**src/rtl/elevator_pkg.sv**
```systemverilog
// Shared types and helpers for the SCAN lift controller.
package elevator_pkg;

    typedef enum logic [1:0] {
        IDLE = 2'd0,
        MOVE = 2'd1,
        DOOR = 2'd2
    } lift_state_t;

    function automatic int floor_w(input int n);
        return ($clog2(n) > 1) ? $clog2(n) : 1;
    endfunction

endpackage

```
**src/rtl/elevator_scan_ctrl_tick_prescaler.sv**
```systemverilog
// Single-cycle tick every DIV enabled clocks; the count holds while ena is low.
// Combinational tick off the registered count, no derived clock.
module tick_prescaler #(
    parameter int DIV = 100000000
) (
    input  logic clk,
    input  logic rst_n,
    input  logic ena,
    output logic tick
);
    localparam int CW = (DIV > 1) ? $clog2(DIV) : 1;
    localparam logic [CW-1:0] LAST = CW'(DIV - 1);

    logic [CW-1:0] cnt_q, cnt_d;

    always_comb begin
        cnt_d = cnt_q;
        tick  = 1'b0;
        if (ena) begin
            if (cnt_q == LAST) begin
                tick  = 1'b1;
                cnt_d = '0;
            end else begin
                cnt_d = cnt_q + CW'(1);
            end
        end
    end

    always_ff @(posedge clk or negedge rst_n) begin
        if (!rst_n) cnt_q <= '0;
        else        cnt_q <= cnt_d;
    end

endmodule

```
**src/rtl/elevator_scan_ctrl.sv**
```systemverilog
// N-floor SCAN lift: latches calls every clk, moves/dwells on prescaled ticks.
// Outputs come straight from registered state; ena=0 freezes motion but not call latching.
module elevator_scan_ctrl
    import elevator_pkg::*;
#(
    parameter int NUM_FLOORS   = 4,
    parameter int TICK_DIV     = 100000000,
    parameter int TRAVEL_TICKS = 2,
    parameter int DOOR_TICKS   = 3
) (
    input  logic                              clk,
    input  logic                              rst_n,
    input  logic                              ena,
    input  logic [NUM_FLOORS-1:0]             call_req,
    input  logic                              obstruct,
    output logic [floor_w(NUM_FLOORS)-1:0]    floor,
    output logic [NUM_FLOORS-1:0]             floor_onehot,
    output logic [NUM_FLOORS-1:0]             pending,
    output logic                              dir_up,
    output logic                              moving,
    output logic                              door_open,
    output logic                              busy_n
);
    localparam int FW = floor_w(NUM_FLOORS);
    localparam int TW = (TRAVEL_TICKS > 1) ? $clog2(TRAVEL_TICKS) : 1;
    localparam int DW = (DOOR_TICKS > 1) ? $clog2(DOOR_TICKS) : 1;
    localparam logic [TW-1:0] TRAV_LOAD = TW'(TRAVEL_TICKS - 1);
    localparam logic [DW-1:0] DOOR_LOAD = DW'(DOOR_TICKS - 1);
    localparam logic [FW-1:0] TOP       = FW'(NUM_FLOORS - 1);

    lift_state_t           state_q, state_d;
    logic [FW-1:0]         floor_q, floor_d, nf;
    logic                  dir_q, dir_d;
    logic [NUM_FLOORS-1:0] pend_q, clr;
    logic [TW-1:0]         trav_q, trav_d;
    logic [DW-1:0]         door_q, door_d;
    logic                  recall_q, recall_d;
    logic                  tick;

    tick_prescaler #(.DIV(TICK_DIV)) u_presc (
        .clk   (clk),
        .rst_n (rst_n),
        .ena   (ena),
        .tick  (tick)
    );

    function automatic logic req_ahead(input logic [NUM_FLOORS-1:0] p,
                                       input logic [FW-1:0] f, input logic up);
        req_ahead = 1'b0;
        for (int i = 0; i < NUM_FLOORS; i++)
            if (up ? (i > int'(f)) : (i < int'(f))) req_ahead = req_ahead | p[i];
    endfunction

    function automatic logic [NUM_FLOORS-1:0] oh(input logic [FW-1:0] f);
        oh    = '0;
        oh[f] = 1'b1;
    endfunction

    always_comb begin
        state_d  = state_q;
        floor_d  = floor_q;
        dir_d    = dir_q;
        trav_d   = trav_q;
        door_d   = door_q;
        nf       = floor_q;
        clr      = '0;
        // A call at the open door is swallowed at once and only restarts the dwell.
        recall_d = (state_q == DOOR) && !tick && (recall_q || call_req[floor_q]);
        if (state_q == DOOR) clr = oh(floor_q);
        if (tick) begin
            case (state_q)
                IDLE: begin
                    if (pend_q[floor_q]) begin
                        state_d = DOOR;
                        clr     = oh(floor_q);
                        door_d  = DOOR_LOAD;
                    end else if (req_ahead(pend_q, floor_q, 1'b1) &&
                                 (dir_q || !req_ahead(pend_q, floor_q, 1'b0))) begin
                        state_d = MOVE;
                        dir_d   = 1'b1;
                        trav_d  = TRAV_LOAD;
                    end else if (req_ahead(pend_q, floor_q, 1'b0)) begin
                        state_d = MOVE;
                        dir_d   = 1'b0;
                        trav_d  = TRAV_LOAD;
                    end
                end
                MOVE: begin
                    if (trav_q != '0) begin
                        trav_d = trav_q - TW'(1);
                    end else begin
                        if (dir_q && floor_q != TOP)        nf = floor_q + FW'(1);
                        else if (!dir_q && floor_q != '0)   nf = floor_q - FW'(1);
                        floor_d = nf;
                        if (pend_q[nf]) begin
                            state_d = DOOR;
                            clr     = oh(nf);
                            door_d  = DOOR_LOAD;
                        end else if (req_ahead(pend_q, nf, dir_q)) begin
                            trav_d = TRAV_LOAD;
                        end else if (req_ahead(pend_q, nf, !dir_q)) begin
                            dir_d  = !dir_q;
                            trav_d = TRAV_LOAD;
                        end else begin
                            state_d = IDLE;
                        end
                    end
                end
                DOOR: begin
                    if (obstruct || recall_q || call_req[floor_q]) door_d = DOOR_LOAD;
                    else if (door_q != '0)                         door_d = door_q - DW'(1);
                    else                                           state_d = IDLE;
                end
                default: state_d = IDLE;
            endcase
        end
    end

    always_ff @(posedge clk or negedge rst_n) begin
        if (!rst_n) begin
            state_q  <= IDLE;
            floor_q  <= '0;
            dir_q    <= 1'b1;
            pend_q   <= '0;
            trav_q   <= '0;
            door_q   <= '0;
            recall_q <= 1'b0;
        end else begin
            state_q  <= state_d;
            floor_q  <= floor_d;
            dir_q    <= dir_d;
            pend_q   <= (pend_q | call_req) & ~clr;
            trav_q   <= trav_d;
            door_q   <= door_d;
            recall_q <= recall_d;
        end
    end

    assign floor        = floor_q;
    assign floor_onehot = oh(floor_q);
    assign pending      = pend_q;
    assign dir_up       = dir_q;
    assign moving       = (state_q == MOVE);
    assign door_open    = (state_q == DOOR);
    assign busy_n       = (state_q == IDLE) && (pend_q == '0);

endmodule

```
**config.mk**
```make
export PLATFORM = sky130hd
export DESIGN_NAME = elevator_scan_ctrl
export DESIGN_NICKNAME = d
export VERILOG_FILES = /design/src/rtl/elevator_pkg.sv /design/src/rtl/elevator_scan_ctrl_tick_prescaler.sv /design/src/rtl/elevator_scan_ctrl.sv
export SDC_FILE = /design/constraint.sdc
export NUM_CORES = 1
export LEC_CHECK = 0
export CELL_PAD_IN_SITES_DETAIL_PLACEMENT = 2
export CELL_PAD_IN_SITES_GLOBAL_PLACEMENT = 2
export CORE_AREA = 2 2 84 86
export DETAILED_ROUTE_END_ITERATION = 6
export DIE_AREA = 0 0 86 88
export PLACE_DENSITY = 0.91
export SYNTH_ARGS = -nofsm -noshare
export SYNTH_HDL_FRONTEND = slang
export SYNTH_SLANG_ARGS = --single-unit
```
**constraint.sdc**
```tcl
create_clock -name clk -period 4.4 [get_ports clk]
set_input_delay 1.32 -clock clk [delete_from_list [all_inputs] [get_ports clk]]
set_output_delay 1.32 -clock clk [all_outputs]
set_load 0.005 [all_outputs]
```
==> impl_results.md, run 1 <==
* Status: finished clean
* Critical path endpoint: floor_onehot[0]
* Die area at 7568 sq um
* Ports at 22
* Sw frac at 26.25%
* Netlist cell types at 54
* Hold Violations, Final at 0
* Slew @ Worst Pin at 0.9347 ns
* CTS tree: yes
* Synth async-reset ratio at 100.0%
* First-iteration detailed-routing DRC count at 55
* Crit path required time at 3.08 ns
* First-pass GRT wire length at 12.22 mm
* Clock power frac at 33.6%
* GP Congestion at 0.7833
* CTS Buffer Depth at 2
* Seq/Total Area, Yosys at 39.77%
* Syn avg cell area at 9.264 sq um
* Largest fanout on the critical path at 13
* Port bufs at 21
* HP Class: reg2reg
* Gate power share at 7.8%
* Initial Util at 37.93%
* Synth top area cells: dfrtp_1 (39%), xor2_1 (4.2%), ha_1 (4.0%)
* RSZ-0062 raised after global routing: no
* Hpwl dp at 5.276 mm
* Pre-antenna DRT Iters at 4
* Reg2reg start: floor[0]
* Slowest cell delay on critical path at 0.70 ns
* # clock sinks at 40
* Rows at 30
* Ys flop type: dfrtp_1
* Critical path arrival at 2.09 ns
* Critical path launch point type: flop
* H-Tree Depth at 2
* Final net count at 308
* Setup TNS at 0 ns
* Critical path endpoint category: output pin
* WL final at 7.179 mm
* Cells after Synth at 272
* Max cap viols at 0
* Most common cell after layout, fill and taps aside: dfrtp_1
* Syn_nets at 288
* Top-area cell type share of the netlist area at 38.73%
* Grt peak-use layer: met2
* Largest net degree at the start of global routing at 41
* Fin Hold WS at 0.4824 ns
* LEAKAGE at 0.001271 uW
* Core Box Area at 6644 sq um
* Die height at 88 microns
* Yosys reg bits at 40
* Root buffer cell: clkbuf_8
* Slowest cell on crit path: dfrtp_1
* Final Setup Violations at 0
* Power Dens Cells at 247.6 nW/um^2
* Post-synth EDFFs at 0
* Synthesized area at 2520 sq um
* Reg-to-reg setup timing slack at 1.41 ns
* Clk pin slew, worst setup/hold paths at 0.08 ns
* Layout area overhead at 13.70%
* Max Clock Skew at 0.008866 ns
* Fin. max-slew vios at 0
* Most frequent cells in the layout: dfrtp_1 (39), nor2_1 (26), nand2_1 (24), clkdlybuf4s50_1 (20), a21oi_1 (15)
* Wire per inst at 19.30 microns
* Die X at 86 microns
* Flop pwr share at 58.5%
* Worst skew pair latency at 0.30 ns
* Post-CTS Resized at 0
* CP startpoint: floor[0]
* Total vias in the final route at 2159
* Relative slew slack at 37.68%
* RR Endpoint: door_q[1]
* WS Path Type: reg2out
* Antenna cells at 0
* Yosys top cell by area: dfrtp_1
* Antenna violations before repair at 0
* Period utilisation layout at 77.58%
* VDD IR-drop max at 84.46 uV
* Number of global-route vias before repair at 2427
* Switch Pwr at 186.2 uW
* Clock period minus worst slack at 3.414 ns
* GRT Util Overall at 20.49%
* Drt drc at 0
* Post CTS Setup Buffer Count at 0
* Post-CTS Hold Fix Bufs at 0
* GR Layer Usage met1 at 23.75%
* Fmax at 293.0 MHz
* Worst-path cell chain: inv_1 -> ha_1 -> clkdlybuf4s50_1
* GRT met2 Usage at 38.69%
* Vias per cell at 5.804
* Num CTS Buffers at 5
* Reg2Reg Depth at 9
* Antenna Nets Post-Route at 0
* Yosys warns at 0
* Grt ovf at 0
* Pint at 523.1 uW
* M3 GR Usage at 2.733%
* Share of cells above drive strength 1 at 9.932%
cell families after synthesis:
logic type                 count (synthesis)  share of synthesized area (%)
muxes                                      8                          4.717
adders and majority gates                  8                          3.972
DFF                                       40                          39.77
xor gates and xnor gates                  25                          9.285
and+or+nand+nor                          116                          26.17
AOI/OAI and AO/OA                         53                          12.36
buffers and inverters                     22                          3.724
cell usage after synthesis (3+ instances only):
cell type  instances
dfrtp_1           39
nor2_1            26
nand2_1           24
a21oi_1           15
inv_1             13
nand3_1           12
o21ai_0           12
xor2_1            12
xnor2_1           11
nand4_1            9
ha_1               8
a31oi_1            7
clkbuf_1           7
o21ai_1            7
nor3_1             6
and3_1             5
and4_1             5
nor2b_1            5
a21o_1             3
mux2i_1            3
worst min path at each step:
stage / slack, ns / depth (start not counted) / endpoint / startpoint
5_1_grt: 0.50 / 1 / u_presc.cnt_q[19] / u_presc.cnt_q[19]
3_5_place_dp: 0.48 / 1 / door_q[0] / door_q[0]
3_3_place_gp: 0.46 / 1 / door_q[0] / door_q[0]
6_report: 0.48 / 1 / u_presc.cnt_q[19] / u_presc.cnt_q[19]
2_1_floorplan: 0.45 / 1 / door_q[0] / door_q[0]
4_1_cts: 0.49 / 1 / u_presc.cnt_q[19] / u_presc.cnt_q[19]
registers in the layout, summed over array words and instances, names as in the netlist:
register	count
trav_q	1
recall_q	1
dir_up	1
state_q	2
door_q	2
u_presc.cnt_q	27
pending	4
floor	2
power by group through the flow:
| stage | logic, uW | registers (uW) | clock network (uW) |
|---|---|---|---|
| final | 55.7 | 415 | 239 |
| after global routing | 64.1 | 417 | 257 |
| after CTS | 57.1 | 415 | 241 |
| after detailed placement | 56.9 | 422 | 0 |
| after global placement | 52.6 | 420 | 0 |
| after floorplan | 33.8 | 415 | 0 |
critical path, delay by kind of cell (launching register included):
| family | cells | cell delay (ns) |
|---|---|---|
| adders and majority gates | 1 | 0.36 |
| buffers and inverters | 2 | 0.73 |
| DFF | 1 | 0.70 |
per-stage QoR:
step	setup slack, ns	total power, uW	cells	util [%]	area, sq um
after detailed placement	0.9010	478.5	365	41.96	2788
after floorplan	1.681	448.5	272	-	2520
final	0.9865	709.4	372	43.13	2865
after global routing	0.8582	738.7	372	43.13	2865
after CTS	0.9302	712.6	372	43.13	2865
after global placement	1.008	472.2	365	41.96	2788
layer usage:
layer,part of all wire [%],routed length (microns)
met2,54,3850
met3,1.7,123
met5,0,0
met1,43,3056
met4,2.1,148
layout make-up:
cell class | count | area [sq um]
Clock inverter | 1 | 5.005
Clock buffer | 6 | 72.57
Timing Repair Buffer | 22 | 212.7
Tap cell | 80 | 100.1
Sequential cell | 40 | 1002
Fill cell | 747 | 3779
Inverter | 13 | 48.80
Multi-Input combinational cell | 210 | 1424
No activity file was read; power rests on OpenSTA's default activity.
==> inputs of run 2 (changes only) <==
--- a/config.mk
+++ b/config.mk
@@ -7,10 +7,10 @@
 export LEC_CHECK = 0
 export CELL_PAD_IN_SITES_DETAIL_PLACEMENT = 2
 export CELL_PAD_IN_SITES_GLOBAL_PLACEMENT = 2
-export CORE_AREA = 2 2 84 86
+export CORE_AREA = 2 2 87 89
 export DETAILED_ROUTE_END_ITERATION = 6
-export DIE_AREA = 0 0 86 88
-export PLACE_DENSITY = 0.91
+export DIE_AREA = 0 0 89 91
+export PLACE_DENSITY = 0.86
 export SYNTH_ARGS = -nofsm -noshare
 export SYNTH_HDL_FRONTEND = slang
 export SYNTH_SLANG_ARGS = --single-unit
==> constraint.sdc (replaced) <==
create_clock -name clk -period 3.3 [get_ports clk]
set_input_delay 0.99 -clock clk [delete_from_list [all_inputs] [get_ports clk]]
set_output_delay 0.99 -clock clk [all_outputs]
set_load 0.005 [all_outputs]
==> run 2 against run 1 <==
Global-route usage down 0.90 points. Total power rose by 52%. Critical endpoint is now busy_n. Register-to-register slack lost 0.81 ns. Largest power group unchanged. Via count is 0.88% lower. Flip-flop and latch count unchanged. Die area rose by 7.0%. Combinational power up 36%.
==> impl_results.md, run 2 (synthesized netlist as in run 1, its figures left out) <==
* Status: finished clean
* Num CTS Buffers at 5 (unchanged)
* GP Congestion at 0.7936 (+1.3%)
* Top reg by flops: u_presc.cnt_q
* Slowest cell on crit path: clkdlybuf4s50_1
* Clk pin slew, worst setup/hold paths at 0.08 ns (about the same)
* RR Endpoint: door_q[1]
* Ports at 22 (unchanged)
* Antenna violations before repair at 0 (unchanged)
* Core Box Area at 7137 sq um (+7.4%)
* Most frequent cells in the layout: dfrtp_1 (39), nor2_1 (26), nand2_1 (24), clkdlybuf4s50_1 (20), a21oi_1 (15)
* Max Clock Skew at 0.01215 ns (+0.003282 ns)
* Layout area overhead at 18.07%
* Antenna cells at 0 (unchanged)
* Worst-path cell chain: or2_1 -> nor4b_1 -> clkdlybuf4s50_1
* Slowest cell delay on critical path at 0.59 ns (-0.11 ns)
* RSZ-0062 raised after global routing: no
* Hold Crit Start: u_presc.cnt_q[19]
* Largest net degree at the start of global routing at 41 (unchanged)
* Worst skew pair latency at 0.30 ns (about the same)
* Wire per inst at 18.58 microns (-3.7%)
* Hold Path End: u_presc.cnt_q[19]
* Initial Util at 35.31% (-2.6 points)
* Final Setup Violations at 0 (unchanged)
* LEAKAGE at 0.001320 uW (+3.8%)
* Reg-to-reg setup timing slack at 0.60 ns (-0.81 ns)
* Critical path launch point type: flop
* Hold Violations, Final at 0 (unchanged)
* Rows at 31 (+3.3%)
* Pre-antenna DRT Iters at 4 (unchanged)
* Share of cells above drive strength 1 at 12.08% (+2.1 points)
* Post CTS Setup Buffer Count at 0 (unchanged)
* Largest fanout on the critical path at 9 (-4)
* Fmax at 319.6 MHz
* Relative slew slack at 38.89% (+1.2 points)
* H-Tree Depth at 2 (unchanged)
* Post-CTS Resized at 0 (unchanged)
* First-pass GRT wire length at 12.50 mm (+2.3%)
* Root buffer cell: clkbuf_8
* Hpwl dp at 5.462 mm (+3.5%)
* Setup TNS at 0 ns (unchanged)
* WS Path Type: reg2out
* Antenna Nets Post-Route at 0 (unchanged)
* Most common cell after layout, fill and taps aside: dfrtp_1
* Grt ovf at 0 (unchanged)
* HP Class: reg2reg
* Period utilisation layout at 94.83%
* Max cap viols at 0 (unchanged)
* Post-CTS Hold Fix Bufs at 0 (unchanged)
* # clock sinks at 40 (unchanged)
* Port bufs at 21 (unchanged)
* VDD IR-drop max at 140.5 uV (+66%)
* Drt drc at 0 (unchanged)
* WL final at 7.376 mm (+2.7%)
* Max reg flops at 27 (unchanged)
* Total vias in the final route at 2140 (-0.88%)
* Die X at 89 microns (+3.5%)
* Slew @ Worst Pin at 0.9167 ns (-0.01807 ns)
* Layout fillers at 828 (+11%)
* GRT Util Overall at 19.59% (-0.90 points)
* Clock period minus worst slack at 3.129 ns
* Hold Crit Depth at 1 (unchanged)
* Critical path endpoint category: output pin
* Fin. max-slew vios at 0 (unchanged)
* Die height at 91 microns (+3.4%)
* Final net count at 313 (+1.6%)
* Design Power at 1077 uW (+52%)
* First-iteration detailed-routing DRC count at 34 (-38%)
* Vias per cell at 5.390 (-7.1%)
* Critical path arrival at 2.14 ns (+0.05 ns)
* Power Dens Cells at 361.8 nW/um^2 (+46%)
* CTS tree: yes
* Crit path required time at 2.31 ns (-0.77 ns)
* Reg2Reg Depth at 9 (unchanged)
* CTS Buffer Depth at 2 (unchanged)
* Reg2reg start: floor[1]
* Die area at 8099 sq um (+7.0%)
* Number of global-route vias before repair at 2436 (+0.37%)
run 2: cell count changes in the layout (fill, tap and decap cells not counted), sizes merged:
cell and change:
buf +5, clkbuf +1, clkinv -1, bufinv +1
run 2: power breakdown:
part           internal (uW)  total [uW]  switching, uW
clock                    267         444            177
combinational           35.8        75.6           39.8
sequential               519         557           38.6
run 2: stage by stage:
stage	setup slack, ns	util [%]	cell area (sq um)	cells	hold slack [ns]
final	0.1707	41.69	2975	397	0.4889
after CTS	0.1392	41.69	2975	397	0.4935
after floorplan	0.8295	-	2520	272	0.4492
after global placement	0.3717	39.92	2849	389	0.4654
after global routing	0.09650	41.69	2975	397	0.5164
after detailed placement	0.2087	39.92	2849	389	0.4794
run 2: worst max-delay path by stage:
| stage | start | to | slack [ns] | cells past startpoint |
|---|---|---|---|---|
| after floorplan | floor[0] | trav_q | 0.83 | 10 |
| after global placement | call_req[0] | door_q[1] | 0.37 | 8 |
| after detailed placement | call_req[0] | door_q[1] | 0.21 | 8 |
| after CTS | pending[1] | busy_n | 0.14 | 3 |
| after global routing | pending[1] | busy_n | 0.1 | 3 |
| final | pending[1] | busy_n | 0.17 | 3 |
run 2: final cells by class:
| type | instances | area, sq um | area share (%) |
|---|---|---|---|
| flip-flops and latches | 40 | 1002 | 33.68 |
| well taps | 99 | 123.9 | 4.163 |
| clock inverters | 1 | 30.03 | 1.009 |
| clock buffers | 7 | 96.34 | 3.238 |
| multi-input cells | 210 | 1424 | 47.86 |
| repair buffers | 27 | 250.2 | 8.410 |
| inverters | 13 | 48.80 | 1.640 |
run 2: layer usage:
| layer | global-route usage (%) | part of all wire [%] | vias up |
|---|---|---|---|
| li1 | - | - | 1013 |
| met1 | 24.19 | 43 | 1093 |
| met2 | 35.01 | 53 | 24 |
| met3 | 2.545 | 1.7 | 10 |
| met4 | 5.473 | 2.2 | 0 |
| met5 | 0 | 0 | - |
run 2: critical path, delay by kind of cell, from the launching register on:
kind,cells,cell delay (ns)
and+or+nand+nor,2,0.75
DFF,1,0.51
buffers and inverters,1,0.59
==> inputs of run 3 (changes only) <==
--- a/config.mk
+++ b/config.mk
@@ -5,6 +5,7 @@
 export SDC_FILE = /design/constraint.sdc
 export NUM_CORES = 1
 export LEC_CHECK = 0
+export CAP_MARGIN = 30
 export CELL_PAD_IN_SITES_DETAIL_PLACEMENT = 2
 export CELL_PAD_IN_SITES_GLOBAL_PLACEMENT = 2
 export CORE_AREA = 2 2 87 89
==> results of run 3 <==
Final layout, timing and power as in run 2 (identical DEF).
